## src/rtl/gravity_timer_if.sv

```systemverilog
// Game-side bundle for gravity_timer: control levels, drop handshake, status and clock digits.
interface gravity_timer_if;
  logic       start;
  logic       pause;
  logic       game_over;
  logic [3:0] level;
  logic       soft_drop;
  logic       drop_ack;
  logic       drop_req;
  logic       overrun;
  logic [1:0] state;
  logic [2:0] sec_tens;
  logic [3:0] sec_ones;
  logic       sec_wrap;

  modport master (
    output start, pause, game_over, level, soft_drop, drop_ack,
    input  drop_req, overrun, state, sec_tens, sec_ones, sec_wrap
  );

  modport slave (
    input  start, pause, game_over, level, soft_drop, drop_ack,
    output drop_req, overrun, state, sec_tens, sec_ones, sec_wrap
  );
endinterface

```

## src/rtl/gravity_timer.sv

```systemverilog
// Level-scaled drop timer with drop_req/ack handshake and a BCD elapsed-seconds clock.
// Soft-drop acceleration is compiled in only when GRAVITY_SOFTDROP_EN is defined.
//
// state  | meaning
// IDLE   | no game yet; counters held at zero
// RUN    | gravity and seconds advance
// PAUSED | everything frozen; a pending drop can still be acknowledged
// OVER   | game finished; values held until start
module gravity_timer #(
  parameter int BASE_PERIOD = 25_000_000,
  parameter int STEP_PERIOD = 2_400_000,
  parameter int SOFT_PERIOD = 1_250_000,
  parameter int ONE_SEC     = 50_000_000
) (
  input logic            clk,
  input logic            rst,
  gravity_timer_if.slave bus
);
  localparam int CNT_W = $clog2(BASE_PERIOD + 1);
  localparam int PRE_W = (ONE_SEC > 1) ? $clog2(ONE_SEC) : 1;

  typedef enum logic [1:0] {
    S_IDLE   = 2'b00,
    S_RUN    = 2'b01,
    S_PAUSED = 2'b10,
    S_OVER   = 2'b11
  } state_t;

  state_t             r_state;
  state_t             w_state_nxt;
  logic               w_run;
  logic               w_clear;
  logic [CNT_W-1:0]   r_drop_cnt;
  logic [PRE_W-1:0]   r_presc;
  logic [2:0]         r_sec_tens;
  logic [3:0]         r_sec_ones;
  logic               r_sec_wrap;
  logic               r_drop_req;
  logic               r_overrun;
  logic [3:0]         w_lvl;
  logic [31:0]        w_period_full;
  logic [31:0]        w_eff_full;
  logic [CNT_W-1:0]   w_period_m1;
  logic               w_expire;
  logic               w_sec_tick;

  always_ff @(posedge clk) begin
    if (rst) r_state <= S_IDLE;
    else     r_state <= w_state_nxt;
  end

  // Priority: game_over, then start, then pause.
  always_comb begin
    w_state_nxt = r_state;
    w_run       = (r_state == S_RUN);
    w_clear     = 1'b0;
    if (bus.game_over) begin
      w_state_nxt = S_OVER;
    end else if (bus.start && (r_state == S_IDLE || r_state == S_OVER)) begin
      w_state_nxt = S_RUN;
      w_clear     = 1'b1;
    end else if (r_state == S_RUN && bus.pause) begin
      w_state_nxt = S_PAUSED;
    end else if (r_state == S_PAUSED && !bus.pause) begin
      w_state_nxt = S_RUN;
    end
  end

  assign w_lvl         = (bus.level > 4'd9) ? 4'd9 : bus.level;
  assign w_period_full = 32'(BASE_PERIOD) - (32'(w_lvl) * 32'(STEP_PERIOD));
`ifdef GRAVITY_SOFTDROP_EN
  assign w_eff_full = (bus.soft_drop && (32'(SOFT_PERIOD) < w_period_full)) ?
                      32'(SOFT_PERIOD) : w_period_full;
`else
  assign w_eff_full = w_period_full;
`endif
  assign w_period_m1 = w_eff_full[CNT_W-1:0] - CNT_W'(1);
  // >= rather than == so a period shortened below the current count still fires.
  assign w_expire    = w_run && (r_drop_cnt >= w_period_m1);
  assign w_sec_tick  = w_run && (r_presc == PRE_W'(ONE_SEC - 1));

  always_ff @(posedge clk) begin
    if (rst || w_clear) begin
      r_drop_cnt <= '0;
      r_presc    <= '0;
      r_sec_tens <= '0;
      r_sec_ones <= '0;
      r_sec_wrap <= 1'b0;
      r_drop_req <= 1'b0;
      r_overrun  <= 1'b0;
    end else begin
      r_sec_wrap <= 1'b0;
      if (w_run) begin
        r_drop_cnt <= w_expire ? '0 : r_drop_cnt + CNT_W'(1);
        r_presc    <= w_sec_tick ? '0 : r_presc + PRE_W'(1);
      end
      if (w_sec_tick) begin
        if (r_sec_ones == 4'd9) begin
          r_sec_ones <= 4'd0;
          if (r_sec_tens == 3'd5) begin
            r_sec_tens <= 3'd0;
            r_sec_wrap <= 1'b1;
          end else begin
            r_sec_tens <= r_sec_tens + 3'd1;
          end
        end else begin
          r_sec_ones <= r_sec_ones + 4'd1;
        end
      end
      // A fresh expiry wins over a same-cycle ack; only an unacked one overruns.
      if (w_expire) begin
        r_drop_req <= 1'b1;
        if (r_drop_req && !bus.drop_ack) r_overrun <= 1'b1;
      end else if (r_drop_req && bus.drop_ack) begin
        r_drop_req <= 1'b0;
      end
    end
  end

  assign bus.drop_req = r_drop_req;
  assign bus.overrun  = r_overrun;
  assign bus.state    = r_state;
  assign bus.sec_tens = r_sec_tens;
  assign bus.sec_ones = r_sec_ones;
  assign bus.sec_wrap = r_sec_wrap;
endmodule
```

## src/flat_wrapper.sv

```systemverilog
// flat-port wrapper written by rule: the top's interface ports become plain ports
module gravity_timer_flat 
#(
  parameter int BASE_PERIOD = 25_000_000,
  parameter int STEP_PERIOD = 2_400_000,
  parameter int SOFT_PERIOD = 1_250_000,
  parameter int ONE_SEC     = 50_000_000
)
  (clk, rst, bus_start, bus_pause, bus_game_over, bus_level, bus_soft_drop, bus_drop_ack, bus_drop_req, bus_overrun, bus_state, bus_sec_tens, bus_sec_ones, bus_sec_wrap);
  gravity_timer_if bus_i ();
  input logic clk;
  input logic rst;
  input wire logic [$bits(bus_i.start)-1:0] bus_start;
  input wire logic [$bits(bus_i.pause)-1:0] bus_pause;
  input wire logic [$bits(bus_i.game_over)-1:0] bus_game_over;
  input wire logic [$bits(bus_i.level)-1:0] bus_level;
  input wire logic [$bits(bus_i.soft_drop)-1:0] bus_soft_drop;
  input wire logic [$bits(bus_i.drop_ack)-1:0] bus_drop_ack;
  output wire logic [$bits(bus_i.drop_req)-1:0] bus_drop_req;
  output wire logic [$bits(bus_i.overrun)-1:0] bus_overrun;
  output wire logic [$bits(bus_i.state)-1:0] bus_state;
  output wire logic [$bits(bus_i.sec_tens)-1:0] bus_sec_tens;
  output wire logic [$bits(bus_i.sec_ones)-1:0] bus_sec_ones;
  output wire logic [$bits(bus_i.sec_wrap)-1:0] bus_sec_wrap;
  assign bus_i.start = bus_start;
  assign bus_i.pause = bus_pause;
  assign bus_i.game_over = bus_game_over;
  assign bus_i.level = bus_level;
  assign bus_i.soft_drop = bus_soft_drop;
  assign bus_i.drop_ack = bus_drop_ack;
  assign bus_drop_req = bus_i.drop_req;
  assign bus_overrun = bus_i.overrun;
  assign bus_state = bus_i.state;
  assign bus_sec_tens = bus_i.sec_tens;
  assign bus_sec_ones = bus_i.sec_ones;
  assign bus_sec_wrap = bus_i.sec_wrap;
  gravity_timer #(.BASE_PERIOD(BASE_PERIOD), .STEP_PERIOD(STEP_PERIOD), .SOFT_PERIOD(SOFT_PERIOD), .ONE_SEC(ONE_SEC)) u_core (.clk(clk), .rst(rst), .bus(bus_i));
endmodule
```

## config.mk

```make
export PLATFORM = sky130hd
export DESIGN_NAME = gravity_timer_flat
export DESIGN_NICKNAME = d
export VERILOG_FILES = /design/src/rtl/gravity_timer_if.sv /design/src/rtl/gravity_timer.sv /design/src/flat_wrapper.sv
export SDC_FILE = /design/constraint.sdc
export NUM_CORES = 1
export LEC_CHECK = 0
export BUFFER_PORTS_ARGS = -buffer_cell sky130_fd_sc_hd__buf_2
export CORE_MARGIN = 10
export CORE_UTILIZATION = 50
export CTS_CLUSTER_DIAMETER = 50
export CTS_CLUSTER_SIZE = 8
export DETAILED_ROUTE_END_ITERATION = 7
export HOLD_SLACK_MARGIN = 0.05
export PLACE_DENSITY = 0.77
export SLEW_MARGIN = 20
export SYNTH_ARGS = -nofsm -noshare
export SYNTH_HDL_FRONTEND = slang
export SYNTH_SLANG_ARGS = --single-unit
```

## constraint.sdc

```tcl
create_clock -name clk -period 15.64 [get_ports clk]
set_clock_uncertainty 0.15 [all_clocks]
set_input_delay 0.782 -clock clk [delete_from_list [all_inputs] [get_ports clk]]
set_output_delay 0.782 -clock clk [all_outputs]
set_load 0.01 [all_outputs]
```

==> results.py <==
metrics = {
    "drt": {
        "antenna_left": 0,
        "wl_per_cell_um": 13.0,
        "routed_wl_mm": 8.11,
        "drt_iter0_markers": 166,
        "drtPass1Iterations": 5,
        "drc": 0,
        "vias": 3413,
        "avgViaCountPerCell": 5.47,
    },
    "sta": {
        "grt_setup_unrepaired": "no",
        "hold_viol": 0,
        "setup_tns_ns": 0,
        "fin_crit_sh": 0.395,
        "setup_viol": 0,
        "maxSlewHeadroom": 0.439,
        "period_minus_slack_ns": 6.18,
        "finalMaxSlewViolations": 0,
        "tightest_slew_ns": 0.834,
        "max_freq_ghz": 0.162,
    },
    "grt": {
        "grt_max_degree": 25,
        "antenna_found_initial": 0,
        "grt_pass1_wl_mm": 14.6,
        "grt.total_usage": 0.135,
        "grt-ovfl-total": 0,
        "grt_pass1_vias": 3418,
    },
    "setup_path": {
        "end_kind": "register",
        "critPathBufInv": 3,
        "max_stage_delay_ns": 0.54,
        "crit_path_cell_trace": "buf_2 -> nand2b_1 -> inv_1 -> ha_1 -> fa_1 -> inv_1 -> fa_1 -> nand2b_1 -> a2bb2oi_1 -> o211ai_1 -> a21oi_1 -> xor2_1 -> nand2b_1 -> nor3_1 -> a21oi_1 -> ha_1 -> nand2_1 -> or4_1 -> o21ai_0 -> a31oi_1 -> o211a_1 -> nand2b_4 -> nand2_4 -> nor2_1",
        "critPathMostFrequentCell": "nand2b_1",
        "cp.required_ns": 15.70,
        "worst_path_max_delay_cell": "fa_1",
        "crit_family": "simple AND/OR/NAND/NOR gates",
        "crit_arrival_ns": 6.24,
        "worstSetupPathType": "primary input to register",
        "path_max_fanout": 22,
        "cp-start-kind": "primary input",
    },
    "synth": {
        "synth_seq_cells": 63,
        "synth_edf_count": 0,
        "ys_types": 56,
        "ys.warnings.count": 0,
        "synth.most_common_cell": "nor2_1",
        "yosys-top-cells-count": "66 x nor2_1, 63 x dfxtp_1, 42 x xor2_1",
        "synth.area.top_cells": "dfxtp_1 31%, ha_1 11%, xor2_1 8.9%",
        "synth_largest_area_cell": "dfxtp_1",
        "synth_top_area_frac": 0.306,
        "synth_nets": 556,
        "yosysSeqAreaShare": 0.306,
        "synthArstFlopShare": 0,
        "synth_ff_type": "dfxtp_1",
        "postSynthCellCount": 504,
        "synthesis.area_um2": 4120,
        "syn_avg_cell_area_um2": 8.18,
    },
    "cts": {
        "cts_resized": 0,
        "cts_sinks": 63,
        "clock_latency_ns": 0.33,
        "post_cts_buffers": 0,
        "clkTransAtPathRegs_ns": 0.06,
        "cts_max_level": 3,
        "cts_buffers": 9,
        "ctsHoldBuffers": 0,
        "tritoncts": "built",
        "clockBufferDepth": 2,
        "clockRootBuffer": "clkbuf_8",
    },
    "flow_run": {
        "cap_violations": 0,
    },
    "die": {
        "die_y_um": 111,
        "floorplan.initialDensity": 0.507,
        "core_area_um2": 8130,
        "rows": 33,
        "die_width_um": 111,
        "pin_count": 23,
        "die_area_um2": 12300,
    },
    "status": {
        "status": "finished, final reports clean",
    },
    "cells_and_area": {
        "fin_nets": 569,
        "fillers": 736,
        "synthToLayoutAreaGrowth_pct": 7.19,
        "n_antenna_cell": 0,
        "drive_gt1_frac": 0.0790,
    },
    "power": {
        "p_leak_nw": 1.83,
        "p_total_mw": 0.352,
        "pwr_density_cell_nw_per_um2": 79.5,
        "peakVddDrop_v": 0.0000696,
    },
    "placed_design": {
        "io_buffers": 21,
        "dp_hpwl_mm": 6.35,
        "gp_congestion": 0.826,
    },
    "worst_hold_path": {
        "min_path_type": "register to register",
    },
}
-- layer usage --
metal,part of all wire,GRT usage,vias to the layer above
li1,-,-,1763
met1,0.46,0.157,1600
met2,0.50,0.233,40
met3,0.036,0.0308,10
met4,0.012,0.0547,0
met5,0,0,-
-- placed cells by master (no fill, tap or decap), types with 2 or more instances in the layout --
master / instances
nor2_1: 66
dfxtp_1: 63
xor2_1: 42
nand2_1: 39
ha_1: 37
nand3_1: 30
a21oi_1: 22
xnor2_1: 21
buf_2: 21
inv_1: 20
nor3_1: 18
nand4_1: 16
nand2b_1: 12
and3_1: 12
nor2b_1: 10
o21ai_0: 10
clkbuf_8: 10
and2_1: 7
a21o_1: 5
nor4_1: 4
or3_1: 4
fa_1: 4
o21a_1: 3
o31ai_1: 2
o211ai_1: 2
a211oi_1: 2
or2_2: 2
a31oi_1: 2
and4_1: 2
nor4b_1: 2
nor3b_1: 2
clkinv_2: 2
-- final cells by class --
type	instances	area, µm²	share of cell area
clock inverters	2	10.0	0.00226
inverters	21	78.8	0.0178
multi-input cells	401	2690	0.609
well taps	105	131	0.0297
flip-flops and latches	63	1260	0.285
clock buffers	11	141	0.0320
repair buffers	21	105	0.0238
-- worst paths after layout --
path / start / slack [ns] / depth (start not counted) / endpoint
setup / recovery: bus_level[3] / 9.46 / 24 / u_core.r_drop_cnt[23]
hold / removal: u_core.bus.overrun / 0.30 / 2 / u_core.bus.overrun
setup reg to reg: u_core.bus.state[0] / 12.72 / 7 / u_core.r_presc[24]
hold reg to reg: u_core.bus.overrun / 0.30 / 2 / u_core.bus.overrun
-- sequential cells by signal (all words and copies together) (netlist names) --
register             cells
u_core.r_drop_cnt       25
u_core.bus.drop_req      1
u_core.bus.sec_tens      3
u_core.bus.overrun       1
u_core.bus.sec_ones      4
u_core.bus.sec_wrap      1
u_core.bus.state         2
u_core.r_presc          26
-- stage by stage --
| stage | area (µm²) | hold slack, ns | std cells | util | worst slack [ns] |
|---|---|---|---|---|---|
| floorplan | 4120 | 0.307 | 504 | - | 9.79 |
| global placement | 4270 | 0.296 | 611 | 0.524 | 9.23 |
| detailed placement | 4270 | 0.288 | 611 | 0.524 | 9.07 |
| CTS | 4420 | 0.305 | 624 | 0.543 | 9.42 |
| global route | 4420 | 0.352 | 624 | 0.543 | 9.01 |
| finish | 4420 | 0.304 | 624 | 0.543 | 9.46 |
-- power breakdown --
part,total [mW],leakage [nW],switching (mW),internal (mW)
clock,0.113,0.0809,0.0546,0.0585
sequential,0.163,0.508,0.00109,0.162
combinational,0.0757,1.25,0.0448,0.0309
total,0.352,1.83,0.100,0.251
-- cells by family (layout without fill, tap and decap cells) --
logic type	Yosys count	count (layout)	synth area share
compound gates	63	63	0.100
xor+xnor	63	63	0.134
fa+ha+maj	41	41	0.132
buf+inv	40	55	0.0422
flops	63	63	0.306
mux	1	1	0.00243
simple gates	233	233	0.284
-- worst register-to-register path: cells and delay by family, from the launching register on --
family                     cells  cell delay [ns]
xor gates and xnor gates       1             0.13
adders and majority gates      1             0.60
DFF                            1             0.37
and+or+nand+nor                5             1.52
Note: power is estimated with default switching activity, not from simulation.
